<file path="config.mk">
export PLATFORM = sky130hd
export DESIGN_NAME = fop_seq
export DESIGN_NICKNAME = d
export VERILOG_FILES = /design/src/rtl/fop_seq.sv
export SDC_FILE = /design/constraint.sdc
export NUM_CORES = 1
export LEC_CHECK = 0
export ABC_AREA = 1
export CAP_MARGIN = 20
export CORE_ASPECT_RATIO = 0.8
export CORE_UTILIZATION = 55
export CTS_CLUSTER_DIAMETER = 200
export DETAILED_ROUTE_END_ITERATION = 8
export PLACE_DENSITY = 0.8
export SLEW_MARGIN = 5
export SYNTH_ARGS = -nofsm -noshare
export SYNTH_HDL_FRONTEND = slang
export SYNTH_SLANG_ARGS = --single-unit
</file>
<file path="constraint.sdc">
create_clock -name clk -period 2.8 [get_ports clk]
set_clock_uncertainty 0.2 [all_clocks]
set_input_delay 0.42 -clock clk [delete_from_list [all_inputs] [get_ports clk]]
set_output_delay 0.42 -clock clk [all_outputs]
set_load 0.01 [all_outputs]
</file>
<file path="src/rtl/fop_seq.sv">
// ============================================================================
// Module   : fop_seq
// Brief    : Four-state accumulator sequencer running a small loadable program.
//            Optional macro FOP_SEQ_SATURATE_EN makes ADD/SUB saturate.
// Revision : 1.0 - initial release
// ============================================================================
`default_nettype none

module fop_seq #(
    parameter int DATA_W = 8,
    parameter int ADDR_W = 4
) (
    input  logic                clk,
    input  logic                reset,
    input  logic                enable,
    input  logic                prog_we,
    input  logic [ADDR_W-1:0]   prog_addr,
    input  logic [DATA_W+3:0]   prog_data,
    output logic [DATA_W-1:0]   acc,
    output logic [ADDR_W-1:0]   pc,
    output logic                zero,
    output logic                busy,
    output logic                halted,
    output logic [DATA_W-1:0]   out_data,
    output logic                out_valid
);

    localparam int C_DEPTH = 1 << ADDR_W;

    localparam logic [3:0] C_OP_LDI  = 4'd1;
    localparam logic [3:0] C_OP_ADD  = 4'd2;
    localparam logic [3:0] C_OP_SUB  = 4'd3;
    localparam logic [3:0] C_OP_JMP  = 4'd4;
    localparam logic [3:0] C_OP_JZ   = 4'd5;
    localparam logic [3:0] C_OP_OUT  = 4'd6;
    localparam logic [3:0] C_OP_HALT = 4'd7;

    typedef enum logic [1:0] {
        S_IDLE  = 2'd0,
        S_FETCH = 2'd1,
        S_EXEC  = 2'd2,
        S_HALT  = 2'd3
    } state_t;

    state_t                 state_q, state_d;
    logic [ADDR_W-1:0]      pc_q, pc_d;
    logic [DATA_W-1:0]      acc_q, acc_d;
    logic [DATA_W+3:0]      ir_q, ir_d;
    logic [DATA_W-1:0]      out_data_q, out_data_d;
    logic                   out_valid_q, out_valid_d;

    logic [DATA_W+3:0]      mem [C_DEPTH];

    logic [3:0]             w_opcode;
    logic [DATA_W-1:0]      w_imm;
    logic [ADDR_W-1:0]      w_jmp_tgt;
    logic [DATA_W-1:0]      w_add_res;
    logic [DATA_W-1:0]      w_sub_res;
    logic                   w_mem_we;

    assign w_opcode  = ir_q[DATA_W+3:DATA_W];
    assign w_imm     = ir_q[DATA_W-1:0];
    assign w_jmp_tgt = ADDR_W'(w_imm);

`ifdef FOP_SEQ_SATURATE_EN
    logic [DATA_W:0]        w_sum;
    logic [DATA_W:0]        w_diff;

    assign w_sum     = {1'b0, acc_q} + {1'b0, w_imm};
    assign w_diff    = {1'b0, acc_q} - {1'b0, w_imm};
    // Carry out of the sum flags overflow; the borrow bit of the difference flags underflow.
    assign w_add_res = w_sum[DATA_W]  ? {DATA_W{1'b1}} : w_sum[DATA_W-1:0];
    assign w_sub_res = w_diff[DATA_W] ? {DATA_W{1'b0}} : w_diff[DATA_W-1:0];
`else
    assign w_add_res = acc_q + w_imm;
    assign w_sub_res = acc_q - w_imm;
`endif

    // Program memory is loadable only while the core is not running, and is never reset.
    assign w_mem_we = prog_we && ((state_q == S_IDLE) || (state_q == S_HALT));

    always_ff @(posedge clk) begin
        if (w_mem_we) begin
            mem[prog_addr] <= prog_data;
        end
    end

    always_comb begin
        state_d     = state_q;
        pc_d        = pc_q;
        acc_d       = acc_q;
        ir_d        = ir_q;
        out_data_d  = out_data_q;
        out_valid_d = 1'b0;
        case (state_q)
            S_IDLE: begin
                if (enable) begin
                    state_d = S_FETCH;
                    pc_d    = '0;
                end
            end
            S_FETCH: begin
                if (enable) begin
                    ir_d    = mem[pc_q];
                    state_d = S_EXEC;
                end
            end
            S_EXEC: begin
                if (enable) begin
                    state_d = S_FETCH;
                    pc_d    = pc_q + ADDR_W'(1);
                    case (w_opcode)
                        C_OP_LDI: acc_d = w_imm;
                        C_OP_ADD: acc_d = w_add_res;
                        C_OP_SUB: acc_d = w_sub_res;
                        C_OP_JMP: pc_d  = w_jmp_tgt;
                        C_OP_JZ: begin
                            if (acc_q == '0) begin
                                pc_d = w_jmp_tgt;
                            end
                        end
                        C_OP_OUT: begin
                            out_data_d  = acc_q;
                            out_valid_d = 1'b1;
                        end
                        C_OP_HALT: begin
                            state_d = S_HALT;
                            pc_d    = pc_q;
                        end
                        default: ;
                    endcase
                end
            end
            S_HALT: ;
            default: state_d = S_IDLE;
        endcase
    end

    always_ff @(posedge clk or posedge reset) begin
        if (reset) begin
            state_q     <= S_IDLE;
            pc_q        <= '0;
            acc_q       <= '0;
            ir_q        <= '0;
            out_data_q  <= '0;
            out_valid_q <= 1'b0;
        end else begin
            state_q     <= state_d;
            pc_q        <= pc_d;
            acc_q       <= acc_d;
            ir_q        <= ir_d;
            out_data_q  <= out_data_d;
            out_valid_q <= out_valid_d;
        end
    end

    assign acc       = acc_q;
    assign pc        = pc_q;
    assign zero      = (acc_q == '0);
    assign busy      = (state_q == S_FETCH) || (state_q == S_EXEC);
    assign halted    = (state_q == S_HALT);
    assign out_data  = out_data_q;
    assign out_valid = out_valid_q;

endmodule

`default_nettype wire
</file>
==> results of run 1 <==
## state kept, by name, indices dropped and copies added (netlist names)
register,count
mem,192
ir_q,12
out_valid,1
pc,4
acc,8
out_data,8
state_q,2
## synthesized netlist by cell type (all sizes together)
master,count
nand4,5
clkbuf,10
nand3b,1
xor2,9
fa,1
nor3,2
or2,8
nand3,43
a21o,2
a21oi,28
clkinv,3
o21ai,123
nor4,1
ha,15
buf,31
edfxtp,192
dfrtp,35
nor2,192
nand2,112
o211ai,19
inv,57
o22ai,9
o31ai,1
xnor2,1
## worst min-delay path: cells and delay by family
family                 cells  cell delay, ps
buffers and inverters      3             830
## power by group through the flow
stage | combinational (mW) | clock [mW] | sequential, mW
after floorplan | 0.0468 | 0 | 3.81
after global placement | 0.139 | 0 | 3.81
after detailed placement | 0.143 | 0 | 3.81
after CTS | 0.144 | 2.84 | 3.74
after global routing | 0.158 | 2.94 | 3.74
final | 0.144 | 2.80 | 3.74
## cells by family (layout without fill, tap and decap cells)
family | Yosys count | after routing
compound gates | 182 | 182
xor+xnor | 10 | 10
fa+ha+maj | 16 | 16
flops | 227 | 227
buf+inv | 101 | 177
simple gates | 364 | 364
## metal layers
metal  up-vias  track usage, %  wire (um)
met5         -               0          0
met1      3216           37.50       9544
met4         0           8.787        637
met3        42           3.258       1917
met2       328           37.84      10130
li1       3232               -          -
## worst paths after layout
check / start / end / slack (ps) / cells past startpoint
worst max-delay path: ir_q[1] / acc[6] / 220 / 13
max in group asynchronous: reset / pc[0] / 1930 / 3
worst max register to register: ir_q[1] / acc[6] / 220 / 13
worst min-delay path: reset / out_data[7] / 130 / 3
min in group clk: out_data[5] / out_data[5] / 300 / 2
worst min register to register: out_data[5] / out_data[5] / 300 / 2
## stage by stage
stage | cell area (sq um) | worst slack [ps] | power (mW)
5_1_grt | 11350 | 15.14 | 6.845
3_5_place_dp | 10670 | 229.6 | 3.953
4_1_cts | 11340 | 192.4 | 6.725
2_1_floorplan | 9864 | 416.2 | 3.854
3_3_place_gp | 10670 | 290.9 | 3.947
6_report | 11350 | 218.5 | 6.679
## final cells by class
type / instances / area share, %
flip-flops and latches: 227 / 58.57
multi-input cells: 572 / 24.46
repair buffers: 80 / 6.572
clock buffers: 26 / 4.973
well taps: 225 / 2.481
inverters: 60 / 1.996
clock inverters: 11 / 0.9483
==> results.toml, run 1 <==
[run_status]
status = "finished clean"

[critical_path]
crit_buf_inv = 3
cp-start-kind = "register"
worstPathMaxFanout = 6
critPathSlowestCell = "dfrtp_1"
path_class = "reg2reg"
worstPathRequired_ps = 2970
critPathMaxStageDelay_ps = 400
crit_arrival_ps = 2750
crit_top_cell = "inv_1"
cp_cell_sequence = "inv_1 > ha_1 > inv_1 > o31ai_2 > xor2_1 > inv_1 > ha_1 > nand2_1 > or2_2 > nand4_1 > nand3_1 > nand2_1 > o21ai_0"
worstSetupEndpointType = "register"
cpLargestDelayFamily = "simple AND/OR/NAND/NOR gates"

[final_layout]
final_cells = 1201
multiInputGateArea_sq_um = 2775
fin_util_pct = 65.09
nets = 998
area_growth_pct = 15.03
diodes = 0
drive_above_1_share_pct = 9.016
seqCellArea_sq_um = 6646
layout.cells.most_common_list = "edfxtp_1, nor2_1, nand2_1"
final_common_cell = "edfxtp_1"
fillers = 1276

[clock_network]
cts.clk_slew.worst_paths_ps = 70
htree_levels = 1
clkLatencyLatePin_ps = 490
cts_root_buf = "clkbuf_16"
cts_sinks = 227
max-clock-path-buffers = 3
cts_hold_buf = 0
cts_resized = 0
post_cts_buffers = 0
cts_tree = "yes"
cts_buffers = 21

[synth]
ys_seq_area_share_pct = 67.33
synthAdderAreaFrac_pct = 2.106
synthMuxAreaShare_pct = 0
synth_area_leaders = "edfxtp_1, dfrtp_1, nor2_1"
yosys.area_share.simple_pct = 15.18
yosysTopAreaCell = "edfxtp_1"
syn_nets = 936
ys_ff_latch = 227
yosysWarnings = 0
synth_cells = 900
synth_top_family_by_area = "simple AND/OR/NAND/NOR gates"
synth_compound_area_share_pct = 9.906
syn_area_sq_um = 9864
synth_top_area_share_pct = 58.45
ys_types = 32
syn_avg_cell_area_sq_um = 10.96
synth_xor_area_share_pct = 0.8879

[drt]
drt_wl_total_um = 22230
viasPerCell = 5.677
first_pass_iters = 5
drt_first_iter_violations = 830
wl_per_cell_um = 18.51
vias = 6818
drtAntennaViolNets = 0
drc = 0

[sta]
worstMarginPinSlew_ps = 573.9
slew_violations = 0
min_period_ps = 2582
period_share_pct = 92.20
max_freq_ghz = 0.3874
timing.hold.ws_ps = 128.5
maxSlewHeadroom_pct = 61.62
fin_tns_setup_ps = 0
timing.final.hold_violations = 0
rsz0062_at_grt = "no"
setup_violations = 0

[power]
power.internal_mw = 5.387
peakVddDrop_v = 0.0006459
p_seq_share_pct = 56.0
pwr-share-clk_pct = 41.9
power_leakage_nw = 4.217
p_sw_mw = 1.292
swShare_pct = 19.35
power_density_nw_per_um2 = 588.6
comb_power_share_pct = 2.2

[placed_design]
place.detailed.hpwl_um = 13960
place_congestion = 0.8948
io_buffers = 43
dp.cells = 1164

[global_route]
grt_max_degree = 77
grt_usage_pct = 25.05
antenna_found_initial = 0
grt_first_pass_wirelength_um = 34510
overflow = 0
grt_pass1_vias = 6428

[die]
core_area_sq_um = 17430
num_io_pins = 44
dieArea_sq_um = 18480
placementRows = 43
die_h_um = 121.8
die_width_um = 151.7
start_util_pct = 56.59

[min_path]
hold_class = "in2async"

[flow_run]
maxCapViolCount = 0
Note: power is estimated with default switching activity, not from simulation.
==> run 2: changes to the inputs <==
Settings changed: CORE_UTILIZATION 55 to 56, PLACE_DENSITY 0.8 to 0.75.
==> run 2 against run 1 <==
  * Design area is 0.36% higher
  * Via count is 0.48% lower
  * Critical path depth is 11 lower
  * Core utilization is 0.85 points higher
  * Flip-flop and latch count stayed put
  * Setup slack worse by 150 ps
  * Combinational power hardly changed
  * Clock-buffer cell count is 2 higher
  * Global-route usage is 0.20 points higher
  * Register-to-register slack worse by 30 ps
  * Maximum frequency is 5.6% lower
  * Critical endpoint is now pc[1]
==> results.toml, run 2 (synthesis results as in run 1) <==
[critical_path]
worstSetupEndpointType = "output port"
crit_arrival_ps = 2110
worstPathRequired_ps = 2180
reg2reg_from = "ir_q[1]"
ff2ff_path_depth = 13
worstPathMaxFanout = 66
cp-start-kind = "register"
worst_r2r_endpoint = "acc[6]"
cp-startpoint = "pc[1]"
crit_end = "pc[1]"
reg2reg_slack_ps = 190
path_class = "reg2out"

[final_layout]
fillers = 1298
drive_above_1_share_pct = 8.811
final_area_sq_um = 11390
fin_util_pct = 65.94
final_common_cell = "edfxtp_1"
reg_top3 = "mem x192, ir_q x12"
layout.cells.most_common_list = "edfxtp_1, nor2_1, nand2_1"
nets = 1000
largest_register = "mem"
final_cells = 1201
largest_register_ffs = 192
area_growth_pct = 15.45
diodes = 0

[power]
peakVddDrop_v = 0.0005021
power_leakage_nw = 4.243
power_density_nw_per_um2 = 599.8

[die]
dieArea_sq_um = 18150
die_h_um = 120.7
placementRows = 43
start_util_pct = 57.12
core_area_sq_um = 17270
num_io_pins = 44
die_width_um = 150.4

[drt]
drtAntennaViolNets = 0
vias = 6785
drc = 0
viasPerCell = 5.649
first_pass_iters = 5
drt_wl_total_um = 22080
drt_first_iter_violations = 669
wl_per_cell_um = 18.39

[sta]
layout_setup_ws_ps = 66.35
max_freq_ghz = 0.3658
rsz0062_at_grt = "no"
worstMarginPinSlew_ps = 754.5
fin_tns_setup_ps = 0
min_period_ps = 2734
setup_violations = 0
maxSlewHeadroom_pct = 49.65
period_share_pct = 97.63
timing.final.hold_violations = 0
slew_violations = 0

[clock_network]
htree_levels = 1
cts_sinks = 227
cts_root_buf = "clkbuf_16"
max-clock-path-buffers = 3
cts_tree = "yes"
cts.clk_slew.worst_paths_ps = 60
cts_buffers = 22
post_cts_buffers = 0
clkLatencyLatePin_ps = 510

[placed_design]
place_ws_ps = 207.2
place_congestion = 0.8935
io_buffers = 43
dp.cells = 1165
dpl_cell_area_sq_um = 10680
place.detailed.hpwl_um = 14040

[global_route]
overflow = 0
grt_first_pass_wirelength_um = 34600
antenna_found_initial = 0
grt_usage_pct = 25.24
grt_max_degree = 67
grt_pass1_vias = 6363

[flow_run]
maxCapViolCount = 0

[min_path]
hold_class = "in2async"

[run_status]
status = "finished clean"
==> run 2: cell count changes in the layout (fill, tap and decap cells not counted), sizes merged <==
cell	delta
clkinv	-3
clkinvlp	-1
buf	+1
bufinv	+1
clkbuf	+2
==> run 2: cell type report <==
cell class	count	area [sq um]	area share [%]
well taps	225	281.5	2.472
repair buffers	81	753.2	6.614
multi-input cells	572	2775	24.37
clock inverters	8	111.4	0.9778
inverters	60	226.5	1.989
clock buffers	28	594.3	5.219
flip-flops and latches	227	6646	58.36
==> run 2: worst max-delay path, stage by stage (launching register included) <==
cell and delay, ps:
dfrtp_2 360, buf_4 570, clkdlybuf4s50_1 660
==> run 2: through the flow <==
| step | hold WS, ps | total power, mW |
|---|---|---|
| 4_1_cts | 172.3 | 6.862 |
| 3_3_place_gp | 266.0 | 3.948 |
| 5_1_grt | 225.1 | 6.982 |
| 6_report | 147.1 | 6.831 |
| 2_1_floorplan | 304.4 | 3.854 |
| 3_5_place_dp | 275.6 | 3.954 |
==> run 2: what timing repair did <==
item | 4_1_cts | 5_1_grt
resized for setup | 0 | 1
endpoints found under the setup margin | 0 | 2
hold buffers | 0 | 0
==> run 2: routing by layer <==
layer / wire, um / global-route usage [%] / up-vias
met5: 0 / 0 / -
met4: 521 / 7.008 / 0
met3: 1687 / 3.547 / 38
met2: 9787 / 38.22 / 271
met1: 10090 / 38.21 / 3248
li1: - / - / 3228
==> run 2: how the worst min path moves through the flow <==
stage,cells after the start,slack (ps),startpoint,to
3_5_place_dp,2,280,out_data[6],out_data[6]
4_1_cts,2,170,reset,ir_q[10]
6_report,2,150,reset,pc[3]
5_1_grt,2,230,reset,ir_q[0]
2_1_floorplan,2,300,ir_q[11],ir_q[11]
3_3_place_gp,2,270,out_data[6],out_data[6]
==> run 2: power breakdown <==
group | switching, mW | internal [mW] | leakage, nW
registers | 0.0117 | 3.73 | 2.17
logic | 0.0995 | 0.0442 | 1.73
clock network | 1.19 | 1.76 | 0.344
total | 1.30 | 5.53 | 4.24
